===== src/rtl/bz_seq_pkg.sv =====
// rtl/bz_seq_pkg.sv - shared types and constants for the buzzer melody sequencer
package bz_seq_pkg;

   typedef enum logic [2:0] {
      ST_IDLE,
      ST_LOAD,
      ST_START,
      ST_HOLD,
      ST_GAP
   } state_t;

   localparam int DUR_MSB   = 7;
   localparam int DUR_LSB   = 4;
   localparam int PITCH_MSB = 3;
   localparam int PITCH_LSB = 0;

   localparam logic [3:0] REST   = 4'h0;
   localparam logic [7:0] SILENT = 8'h00;

   localparam int TICK_DEFAULT = 1000000;
   localparam int GAP_DEFAULT  = 200000;

   function automatic logic [3:0] note_dur(input logic [7:0] note);
      return note[DUR_MSB:DUR_LSB];
   endfunction

endpackage


===== src/rtl/bz_sequencer_if.sv =====
// rtl/bz_sequencer_if.sv - host/keypad and io_bz facing signals of the sequencer
interface bz_sequencer_if #(
   parameter int DEPTH = 16
);
   localparam int AW = $clog2(DEPTH);

   logic          wr_en;
   logic [AW-1:0] wr_addr;
   logic [7:0]    wr_data;
   logic [AW-1:0] len;
   logic          loop;
   logic          play;
   logic          stop;
   logic          bz_start;
   logic [7:0]    bz_val;
   logic          busy;
   logic [AW-1:0] note_idx;
   logic          done;

   modport master (
      output wr_en, wr_addr, wr_data, len, loop, play, stop,
      input  bz_start, bz_val, busy, note_idx, done
   );

   modport slave (
      input  wr_en, wr_addr, wr_data, len, loop, play, stop,
      output bz_start, bz_val, busy, note_idx, done
   );

endinterface


===== src/rtl/seq_tick.sv =====
// rtl/seq_tick.sv - duration prescaler, one-cycle pulse every TICK cycles
module seq_tick
   import bz_seq_pkg::*;
#(
   parameter int TICK = TICK_DEFAULT
) (
   input  logic clk,
   input  logic rst,
   input  logic clr,
   output logic tick
);
   localparam int CW = (TICK > 1) ? $clog2(TICK) : 1;
   localparam logic [CW-1:0] LAST = CW'(TICK - 1);

   logic [CW-1:0] cnt;

   always_ff @(posedge clk) begin
      if (rst || clr) begin
         cnt <= '0;
      end else if (cnt == LAST) begin
         cnt <= '0;
      end else begin
         cnt <= cnt + 1'b1;
      end
   end

   assign tick = (cnt == LAST);

endmodule


===== src/rtl/bz_sequencer.sv =====
// rtl/bz_sequencer.sv - melody sequencer: note table, playback FSM, io_bz start/val drive
module bz_sequencer
   import bz_seq_pkg::*;
#(
   parameter int DEPTH = 16,
   parameter int TICK  = TICK_DEFAULT,
   parameter int GAP   = GAP_DEFAULT
) (
   input  logic          clk,
   input  logic          rst,
   bz_sequencer_if.slave bus
);
   localparam int AW = $clog2(DEPTH);
   localparam int GW = $clog2(GAP);
   localparam logic [GW-1:0] GAP_LAST = GW'(GAP - 1);

   state_t        state, next_state;
   logic [7:0]    tbl [DEPTH];
   logic [AW-1:0] idx, len_q;
   logic [7:0]    val;
   logic [3:0]    units;
   logic [GW-1:0] gap_cnt;
   logic          start_q, done_q;
   logic          tick, hold_end, gap_end, last_note, abort;

   seq_tick #(.TICK(TICK)) u_tick (
      .clk  (clk),
      .rst  (rst),
      .clr  (state != ST_HOLD),
      .tick (tick)
   );

   assign abort     = bus.stop && (state != ST_IDLE);
   assign hold_end  = (state == ST_HOLD) && tick && (units == note_dur(val));
   assign gap_end   = (state == ST_GAP) && (gap_cnt == GAP_LAST);
   assign last_note = (idx == len_q);

   always_ff @(posedge clk) begin
      if (rst) begin
         state <= ST_IDLE;
      end else begin
         state <= next_state;
      end
   end

   always_comb begin
      next_state = state;
      unique case (state)
         ST_IDLE:  if (bus.play && !bus.stop) next_state = ST_LOAD;
         ST_LOAD:  next_state = ST_START;
         ST_START: next_state = ST_HOLD;
         ST_HOLD:  if (hold_end) next_state = ST_GAP;
         ST_GAP:   if (gap_end) next_state = (!last_note || bus.loop) ? ST_LOAD : ST_IDLE;
         default:  next_state = ST_IDLE;
      endcase
      if (abort) next_state = ST_IDLE;
   end

   // Table read in LOAD uses the pre-write value when a write hits the same entry.
   always_ff @(posedge clk) begin
      if (rst) begin
         for (int i = 0; i < DEPTH; i++) tbl[i] <= 8'h00;
         idx     <= '0;
         len_q   <= '0;
         val     <= SILENT;
         units   <= '0;
         gap_cnt <= '0;
         start_q <= 1'b0;
         done_q  <= 1'b0;
      end else begin
         if (bus.wr_en) tbl[bus.wr_addr] <= bus.wr_data;
         start_q <= (next_state == ST_START);
         done_q  <= 1'b0;
         units   <= (state == ST_HOLD) ? (tick ? units + 4'd1 : units) : 4'd0;
         gap_cnt <= (state == ST_GAP) ? gap_cnt + 1'b1 : '0;

         if (state == ST_IDLE && next_state == ST_LOAD) begin
            idx   <= '0;
            len_q <= bus.len;
         end
         if (state == ST_LOAD) val <= tbl[idx];

         if (gap_end && !abort) begin
            if (!last_note) begin
               idx <= idx + 1'b1;
            end else if (bus.loop) begin
               idx   <= '0;
               len_q <= bus.len;
            end else begin
               done_q <= 1'b1;
               val    <= SILENT;
            end
         end

         // Abort silences the pitch at once rather than waiting for the gap.
         if (abort) val <= SILENT;
      end
   end

   assign bus.bz_start = start_q;
   assign bus.bz_val   = val;
   assign bus.busy     = (state != ST_IDLE);
   assign bus.note_idx = idx;
   assign bus.done     = done_q;

endmodule


===== src/flat_wrapper.sv =====
// flat-port wrapper written by rule: the top's interface ports become plain ports
module bz_sequencer_flat import bz_seq_pkg::*;
#(
   parameter int DEPTH = 16,
   parameter int TICK  = TICK_DEFAULT,
   parameter int GAP   = GAP_DEFAULT
)
  (clk, rst, bus_wr_en, bus_wr_addr, bus_wr_data, bus_len, bus_loop, bus_play, bus_stop, bus_bz_start, bus_bz_val, bus_busy, bus_note_idx, bus_done);
  bz_sequencer_if #(.DEPTH(DEPTH)) bus_i ();
  input  logic clk;
  input  logic rst;
  input wire logic [$bits(bus_i.wr_en)-1:0] bus_wr_en;
  input wire logic [$bits(bus_i.wr_addr)-1:0] bus_wr_addr;
  input wire logic [$bits(bus_i.wr_data)-1:0] bus_wr_data;
  input wire logic [$bits(bus_i.len)-1:0] bus_len;
  input wire logic [$bits(bus_i.loop)-1:0] bus_loop;
  input wire logic [$bits(bus_i.play)-1:0] bus_play;
  input wire logic [$bits(bus_i.stop)-1:0] bus_stop;
  output wire logic [$bits(bus_i.bz_start)-1:0] bus_bz_start;
  output wire logic [$bits(bus_i.bz_val)-1:0] bus_bz_val;
  output wire logic [$bits(bus_i.busy)-1:0] bus_busy;
  output wire logic [$bits(bus_i.note_idx)-1:0] bus_note_idx;
  output wire logic [$bits(bus_i.done)-1:0] bus_done;
  assign bus_i.wr_en = bus_wr_en;
  assign bus_i.wr_addr = bus_wr_addr;
  assign bus_i.wr_data = bus_wr_data;
  assign bus_i.len = bus_len;
  assign bus_i.loop = bus_loop;
  assign bus_i.play = bus_play;
  assign bus_i.stop = bus_stop;
  assign bus_bz_start = bus_i.bz_start;
  assign bus_bz_val = bus_i.bz_val;
  assign bus_busy = bus_i.busy;
  assign bus_note_idx = bus_i.note_idx;
  assign bus_done = bus_i.done;
  bz_sequencer #(.DEPTH(DEPTH), .TICK(TICK), .GAP(GAP)) u_core (.clk(clk), .rst(rst), .bus(bus_i));
endmodule

===== config.mk =====
export PLATFORM = sky130hd
export DESIGN_NAME = bz_sequencer_flat
export DESIGN_NICKNAME = d
export VERILOG_FILES = /design/src/rtl/bz_seq_pkg.sv /design/src/rtl/bz_sequencer_if.sv /design/src/rtl/seq_tick.sv /design/src/rtl/bz_sequencer.sv /design/src/flat_wrapper.sv
export SDC_FILE = /design/constraint.sdc
export NUM_CORES = 1
export LEC_CHECK = 0
export CAP_MARGIN = 20
export CORE_ASPECT_RATIO = 0.6
export CORE_MARGIN = 5
export CORE_UTILIZATION = 56
export CTS_BUF_LIST = sky130_fd_sc_hd__clkbuf_4
export DETAILED_ROUTE_END_ITERATION = 10
export DONT_BUFFER_PORTS = 1
export PLACE_DENSITY = 0.72
export SLEW_MARGIN = 5
export SYNTH_ARGS = -nofsm -noshare
export SYNTH_HDL_FRONTEND = slang
export SYNTH_SLANG_ARGS = --single-unit

===== constraint.sdc =====
create_clock -name clk -period 5.9 [get_ports clk]
set_input_delay 1.18 -clock clk [delete_from_list [all_inputs] [get_ports clk]]
set_output_delay 1.18 -clock clk [all_outputs]
set_load 0.01 [all_outputs]

==> metrics.yaml, run 1 <==
synth_edf_count: 128
ys_seq_elements: 191
top_level_ports: 37
ys_types: 51
r2r_end: "u_core.bus.note_idx[3]"
hold_viol: 0
clock_latency_ns: 0.58
grt_usage_pct: 21.8
yosysWarnings: 0
synth_mux_area_share_pct: 10.9
min_from: "u_core.u_tick.cnt[0]"
hold-worst-slack_ns: 0.468
area_growth_pct: 5.56
dp_cells: 857
fin_area_sq_um: 9070
synth_xor_area_share_pct: 4.28
rrSetupSlack_ns: 3.08
p_leak_nw: 2.98
synth_fp_nets: 705
slew_viol_final: 0
max_freq_mhz: 355
critPathRequiredTime_ns: 6.41
critPathLaunchType: "flop"
grt_pass1_wl_um: 29200
synth_area_sq_um: 8590
io_buffer_count: 0
grt_max_degree: 40
viasPerCell: 5.93
path_clk_slew_ns: 0.16
slew_headroom_pct: 31.6
gr-total-overflow: 0
drc_errors: 0
drt_iter0_markers: 460
skew_ns: 0.0204
die_h_um: 106
critPathKind: "flop to flop"
numCtsBuffers: 17
endpoint_kind: "flop"
fin_crit_sh_pct: 47.7
hpwl_um: 13400
cts_resized: 0
synth_top_family_by_area: "simple AND/OR/NAND/NOR gates"
syn-mean-instance-area_sq_um: 12.7
cts_sinks: 191
cp.arrival_ns: 3.33
cts-root-buf: "clkbuf_4"
async_flop_share_pct: 0
fin_setup_tns_ns: 0
synth-simple-area-share_pct: 20.1
vias: 5326
timing.final.crit_period_ns: 2.82
holdPathStages: 1
setup_viol: 0
max_cap_viol_count: 0
synth_cells: 679
worstHoldEndpoint: "u_core.u_tick.cnt[0]"
cts_tree: "built"
yosys.area_share.adder_pct: 0.699
vdd_drop_max_v: 0.000115
die_x_um: 170
drive_gt1_share_pct: 14.0
place_area_sq_um: 8760
run_status: "finished, final reports clean"
wl_per_cell_um: 21.1
ys.flop_type: "edfxtp_1"
gp_congestion: 0.868
postCtsHoldBufs: 0
hold_class: "flop to flop"
drtAntennaViolNets: 0
grt_pass1_vias: 5126
layout.cells.non_filler: 898
synth_compound_area_share_pct: 3.04
core-area_sq_um: 15200
rr_worst_depth: 6
synth_seq_area_share_pct: 59.4
rsz0062_at_grt: "no"
cts.path.max_buffers: 2
power.density_nw_per_um2: 253
antenna_found_initial: 1
reg2reg_from: "u_core.bus.note_idx[1]"
postRouteWirelength_um: 19000
start_util_pct: 56.6
row_count: 35
worstPathMaxFanout: 38
drtPass1Iterations: 5
dieArea_sq_um: 18000
htreeDepth: 4
fin_nets: 707
worstMarginPinSlew_ns: 1.03
postCtsSetupBuffers: 0
[per-stage QoR]
stage          power [W]  utilization (%)  setup WS, ns
2_1_floorplan    0.00160                -          2.90
3_3_place_gp     0.00162             57.7          2.67
3_5_place_dp     0.00163             57.7          2.52
4_1_cts          0.00230             59.4          3.09
5_1_grt          0.00237             59.7          2.95
6_report         0.00230             59.7          3.08
[worst max-delay path by stage]
stage | startpoint | endpoint | slack (ns)
finish | u_core.bus.note_idx[1] | u_core.bus.note_idx[3] | 3.08
global placement | rst | u_core.tbl[4][0] | 2.67
floorplan | rst | u_core.tbl[12][0] | 2.90
global route | u_core.bus.note_idx[1] | u_core.bus.note_idx[3] | 2.95
CTS | u_core.bus.note_idx[1] | bus_note_idx[1] | 3.09
detailed placement | rst | u_core.tbl[4][0] | 2.52
[cell type report]
type                            instances  area, sq um
Clock buffer                           18          135
Fill cell                            1171         6120
Timing Repair Buffer                   10         57.6
Tap cell                              203          254
Multi-Input combinational cell        453         3350
Sequential cell                       191         5110
Clock inverter                         14          131
Antenna cell                            1         2.50
Inverter                                8         30.0
[synthesized netlist by cell type (3+ instances only)]
cell type	number	area [sq um]
o21ai_0	17	85.1
clkbuf_1	22	82.6
nand3_1	19	95.1
nand4_1	7	43.8
or2_2	6	37.5
dfxtp_1	63	1260
a21oi_1	15	75.1
buf_2	3	15.0
nor4_1	5	31.3
ha_1	4	50.1
and4_1	3	26.3
nand2_1	40	150
mux2i_1	4	40.0
and2_1	129	807
or3_1	6	37.5
xnor2_1	16	140
xor2_1	26	228
and3_1	5	31.3
nor2_1	70	263
nor3_1	11	55.1
mux4_2	40	901
inv_1	7	26.3
edfxtp_1	128	3840
[cell usage in the layout, fill, tap and decap left out, drive strengths merged, types with 6 or more instances in the layout]
cell type	instances
or2	6
clkinv	6
nor2	70
xor2	26
and2	131
mux4	40
or3	6
nand4	7
inv	14
nand2	41
nand3	19
edfxtp	128
buf	9
clkbuf	19
o21ai	18
a21oi	15
dfxtp	63
xnor2	16
nor3	12
[critical path, cell delays in order, from the launching register on]
cell and delay, ns:
dfxtp_2 1.03, xor2_1 0.13, nor4_1 0.63, a2111o_1 0.32, a31oi_4 0.12, and2_2 0.24
a311oi_1 0.25
[cell families after synthesis]
family                   Yosys count
AND/OR/NAND/NOR                  319
flip-flops                       191
multiplexers                      44
AO/OA/AOI/OAI                     43
XOR/XNOR                          42
buffers and inverters             35
adder cells (fa/ha/maj)            5
[report_power, final]
part	switching, W	internal [W]
Sequential	0.0000266	0.00148
Combinational	0.0000548	0.0000397
Clock	0.000473	0.000223
Total	0.000554	0.00174
[routing by layer]
| layer | share of wire (%) | global-route usage (%) | up-vias |
|---|---|---|---|
| li1 | - | - | 2440 |
| met1 | 45 | 32.8 | 2629 |
| met2 | 44 | 31.2 | 235 |
| met3 | 9.6 | 6.35 | 22 |
| met4 | 1.4 | 5.81 | 0 |
| met5 | 0 | 0 | - |
[registers in the layout, indices dropped and copies added, names as in the netlist]
name                 flops
u_core.u_tick.cnt       20
u_core.bus.done          1
u_core.bus.note_idx      4
u_core.units             4
u_core.gap_cnt          18
u_core.bus.bz_start      1
u_core.bus.bz_val        8
u_core.tbl             128
u_core.state             3
u_core.len_q             4
No activity file was read; power rests on OpenSTA's default activity.
==> inputs of run 2 (changes only) <==
PLACE_DENSITY = 0.75   (was 0.72)
clock period = 2.5 ns   (was 5.9 ns; I/O delays follow)
==> run 2 against run 1 <==
Compared with the run above: routed wire length fell by 3.2%; sequential share of layout area fell by 1.3 points; die area did not move; critical path depth did not move; fmax rose by 16%; non-clock buffer count rose by 19; critical endpoint is now u_core.bus.note_idx[0]; largest cell class unchanged.
==> metrics.yaml, run 2 (synthesis gave the netlist of run 1 again) <==
run_status: "finished, final reports clean"
viasPerCell: 5.86
critPathRequiredTime_ns: 2.98
rrSetupSlack_ns: 0.07
numCtsBuffers: 17
grt_pass1_wl_um: 29200
fillers: 1152
hold_viol: 0
endpoint_kind: "flop"
setup_viol: 0
hold_class: "input port to flop"
regMostFlops: "u_core.tbl"
reg2reg_from: "u_core.gap_cnt[13]"
cp_cell_sequence: "or4_1 > or4_4 > a2111o_1 > a31oi_4 > nand2_2 > a31o_1"
largest_reg_flops: 128
met3_usage_pct: 5.54
busiest_layer: "met2"
die_x_um: 170
holdPathStages: 2
path_clk_slew_ns: 0.17
dp_cells: 882
cts_tree: "built"
antenna_found_initial: 1
slew_viol_final: 0
skew_ns: 0.0224
htreeDepth: 4
cp.depth: 6
area_growth_pct: 8.14
drive_gt1_share_pct: 16.4
finalPower_w: 0.00541
clock_latency_ns: 0.56
cp.arrival_ns: 2.91
worstHoldEndpoint: "u_core.len_q[2]"
reg_top3: "u_core.tbl x128, u_core.u_tick.cnt x20, u_core.gap_cnt x18"
row_count: 35
hpwl_um: 13000
place_area_sq_um: 8990
grt_use_met1_pct: 30.4
die_h_um: 106
io_buffer_count: 0
critPathKind: "flop to flop"
mostFrequentLayoutCells: "and2_1 (128), edfxtp_1 (128), nor2_1 (70)"
fin_crit_sh_pct: 97.3
critPathMaxStageDelay_ns: 0.57
drtAntennaViolNets: 0
layout.cells.non_filler: 916
grt_pass1_vias: 5309
top_level_ports: 37
core-area_sq_um: 15200
worstPathMaxFanout: 4
p_leak_nw: 3.11
critPathLaunchType: "flop"
r2r_end: "u_core.bus.note_idx[0]"
cts.path.max_buffers: 2
drt_iter0_markers: 462
critPathBufInv: 0
num_antenna_cells: 0
rr_worst_depth: 6
drtPass1Iterations: 5
cts_sinks: 191
wl_per_cell_um: 20.0
vias: 5364
power.density_nw_per_um2: 582
met2_usage_pct: 32.9
worstMarginPinSlew_ns: 0.783
grt_usage_pct: 21.3
grt_max_degree: 34
gr-total-overflow: 0
postRouteWirelength_um: 18400
rsz0062_at_grt: "yes"
slew_headroom_pct: 47.7
drc_errors: 0
gp_congestion: 0.823
path_delay_family: "simple AND/OR/NAND/NOR gates"
max_freq_mhz: 411
dieArea_sq_um: 18000
critPathSlowestCell: "or4_4"
start_util_pct: 56.6
fin_area_sq_um: 9290
fin_nets: 726
timing.final.crit_period_ns: 2.43
vdd_drop_max_v: 0.000337
min_from: "bus_len[2]"
max_cap_viol_count: 0
cts-root-buf: "clkbuf_4"
utilization_pct: 61.2
## run 2: report_power, final
group	leakage (nW)	switching (W)	internal (W)	total [W]
logic	1.23	0.000146	0.000110	0.000256
registers	1.73	0.0000448	0.00349	0.00354
clock network	0.146	0.00116	0.000450	0.00161
## run 2: routing by layer
layer | up-vias | share of wire [%]
met2 | 182 | 47
met5 | - | 0.071
met3 | 28 | 7.0
li1 | 2484 | -
met4 | 2 | 1.5
met1 | 2668 | 44
## run 2: worst max path at each step
| stage | from | end | slack (ns) |
|---|---|---|---|
| 2_1_floorplan | u_core.gap_cnt[13] | u_core.bus.note_idx[3] | 0.12 |
| 3_3_place_gp | u_core.gap_cnt[13] | u_core.bus.note_idx[0] | 0.09 |
| 3_5_place_dp | u_core.gap_cnt[13] | u_core.bus.note_idx[3] | 0.04 |
| 4_1_cts | u_core.gap_cnt[13] | u_core.bus.note_idx[3] | 0.002 |
| 5_1_grt | u_core.gap_cnt[13] | u_core.bus.note_idx[1] | -0.02 |
| 6_report | u_core.gap_cnt[13] | u_core.bus.note_idx[0] | 0.07 |
## run 2: per-stage QoR
step	hold WS (ns)	setup TNS, ns	worst slack [ns]
floorplan	0.418	0	0.123
global placement	0.430	0	0.0948
detailed placement	0.442	0	0.0407
CTS	0.0566	0	0.00205
global route	0.0530	-0.0458	-0.0177
finish	0.0774	0	0.0675
## run 2: final cells by class
type                       instances  area (sq um)  share of cell area (%)
multi-input combinational        453          3370                    36.2
clock buffer                      17           128                    1.37
tap                              203           254                    2.73
timing repair buffer              29           258                    2.77
inverter                           8          30.0                   0.323
sequential                       191          5110                    55.0
clock inverter                    15           149                    1.60
## run 2: what timing repair did
| item | 4_1_cts | 5_1_grt |
|---|---|---|
| endpoints found under the hold margin | 9 | 0 |
| hold buffers | 1 | 0 |
| gates resized for setup | 0 | 3 |
| endpoints found under the setup margin | 0 | 7 |
| buffers inserted | 0 | 1 |
==> RTL change: new RTL, settings of run 2 <==
Encoding of `state_t`: now Gray code (3 bits for 5 states).
--- a/src/rtl/bz_seq_pkg.sv
+++ b/src/rtl/bz_seq_pkg.sv
@@ -3,9 +3,9 @@
 
    typedef enum logic [2:0] {
-      ST_IDLE,
-      ST_LOAD,
-      ST_START,
-      ST_HOLD,
-      ST_GAP
+      ST_IDLE  = 3'b000,
+      ST_LOAD  = 3'b001,
+      ST_START = 3'b011,
+      ST_HOLD  = 3'b010,
+      ST_GAP   = 3'b110
    } state_t;
 
Function: no difference found for any inputs over 10 cycles, from zero or initial values and one cycle with rst high; not proved beyond that.
==> RTL change against run 2 <==
Via count fell by 4.2%. Count of clock-buffer cells in the layout stayed put. Sequential power barely moved. Power down 0.75%. Area after synthesis grew 0.38%. Setup slack improved by 0.32 ns. Fmax is 15% higher. Wire length increased by 2.3%. Design area decreased by 0.96%. First-iteration DRC count grew 17%. Sequential cell count unchanged. Cell count decreased by 2.9%. Non-clock buffer count fell by 7.
==> RTL change: results (changes against run 2) <==
status: finished, final reports clean
Nets: 698 (-3.9%)
largest reg by FF count: u_core.tbl
port buffer count: 0 (unchanged)
EDFF count, synth: 128 (unchanged)
clock latency on the worst-skew pair: 0.56 ns (about the same)
critical path arrival: 2.57 ns (-0.34 ns)
first-pass GRT wire length: 29.7 mm (+1.9%)
Psw: 1.33 mW (-1.6%)
Synth Flop Type: edfxtp_1
HPWL after DPL: 12.8 mm (-1.6%)
hold path cells: 2 (unchanged)
largest registers: u_core.tbl (128), u_core.u_tick.cnt (20), u_core.gap_cnt (18)
synth cell count leaders: 130 x and2_1, 128 x edfxtp_1, 72 x nor2_1, 63 x dfxtp_1, 40 x mux4_2
Worst Path Max Fanout: 7 (+3)
layout cells sized above 1: 18.5% (+2.1 points)
worst vdd ir: 0.000342 V (+1.6%)
Post-CTS Setup Inserts: 0 (unchanged)
Worst Skew: 0.0185 ns (-0.00386 ns)
post-synthesis async set-or-reset flop share: 0% (unchanged)
largest net degree at the start of global routing: 38 (+12%)
top area cells in the synthesized netlist: edfxtp_1 45%, dfxtp_1 15%, mux4_2 10%
CTS buffer count: 17 (unchanged)
placed instance area: 0.00894 sq mm (-0.53%)
CP max stage delay: 0.59 ns (+0.02 ns)
wire length per cell: 21.1 um (+5.4%)
leak pwr: 3.12 nW (+0.63%)
post-synthesis sequential area ratio: 59.2% (-0.22 points)
pre-CTS setup slack: 0.418 ns (+0.377 ns)
GRT Overall Usage: 21.9% (+0.65 points)
Rel. slew slack: 65.9% (+18 points)
multi-input logic area: 0.00337 sq mm (about the same)
vias in the first global route: 5160 (-2.8%)
Slowest cell on crit path: or4_4
RD Place Congestion: 0.903 (+9.7%)
# fillers: 1178 (+2.3%)
syn nets: 684 (-3.0%)
Cell variety after synth: 50 (-2.0%)
crit path time final: 2.11 ns (-0.324 ns)
Worst R2R Setup Slack: 0.39 ns (+0.32 ns)
Via Count: 5140 (-4.2%)
First-pass DRT Iterations: 5 (unchanged)
Iteration-0 DRC Markers: 541 (+17%)
antenna violations before repair: 1 (unchanged)
clk slew on worst S/H paths: 0.16 ns
clock tree buffer depth: 2 (unchanged)
-- RTL change: worst paths after layout --
| kind | startpoint | endpoint |
|---|---|---|
| setup / recovery | u_core.gap_cnt[0] | u_core.bus.note_idx[0] |
| hold / removal | bus_len[2] | u_core.len_q[2] |
| setup reg to reg | u_core.gap_cnt[0] | u_core.bus.note_idx[0] |
| hold reg to reg | u_core.gap_cnt[0] | u_core.gap_cnt[0] |
-- RTL change: layout make-up --
cell class	instances	share of cell area, %
diodes	1	0.0272
clock buffers	17	1.39
clock inverters	15	1.37
inverters	7	0.285
multi-input cells	433	36.6
flip-flops and latches	191	55.5
well taps	203	2.76
repair buffers	22	2.09
-- RTL change: worst register-to-register path, delay by kind of cell (launching register included) --
kind	cells	cell delay [ns]
simple gates	2	0.73
fa+ha+maj	1	0.27
mux	1	0.30
compound gates	2	0.34
flops	1	0.38
-- RTL change: what timing repair did --
item	CTS	global route
hold buffers	1	0
endpoints found under the setup margin	0	0
endpoints found under the hold margin	6	0
-- RTL change: metrics by stage --
stage,std cells,hold slack (ns)
detailed placement,855,0.434
finish,889,0.0794
CTS,888,0.0227
floorplan,658,0.413
global placement,855,0.427
global route,889,0.00280
-- RTL change: power groups by stage --
stage	Clock [mW]	Combinational, mW	Sequential (mW)
global route	1.75	0.255	3.57
global placement	0	0.229	3.62
finish	1.57	0.238	3.55
CTS	1.60	0.237	3.56
detailed placement	0	0.234	3.63
floorplan	0	0.192	3.59
-- RTL change: logic make-up after synthesis --
group	count (synthesis)	share of synthesized area, %
buffers and inverters	34	1.77
muxes	46	11.2
DFF	191	59.2
adders and majority gates	4	0.580
xor gates and xnor gates	46	4.67
and+or+nand+nor	315	20.4
AOI/OAI and AO/OA	22	2.16
-- RTL change: layer usage --
layer  global-route usage, %  part of all wire (%)  up-vias
met2                    33.0                    47      209
met1                    32.5                    44     2541
met3                    5.54                   8.1       14
li1                        -                     -     2376
met4                    4.84                  0.92        0
met5                       0                     0        -
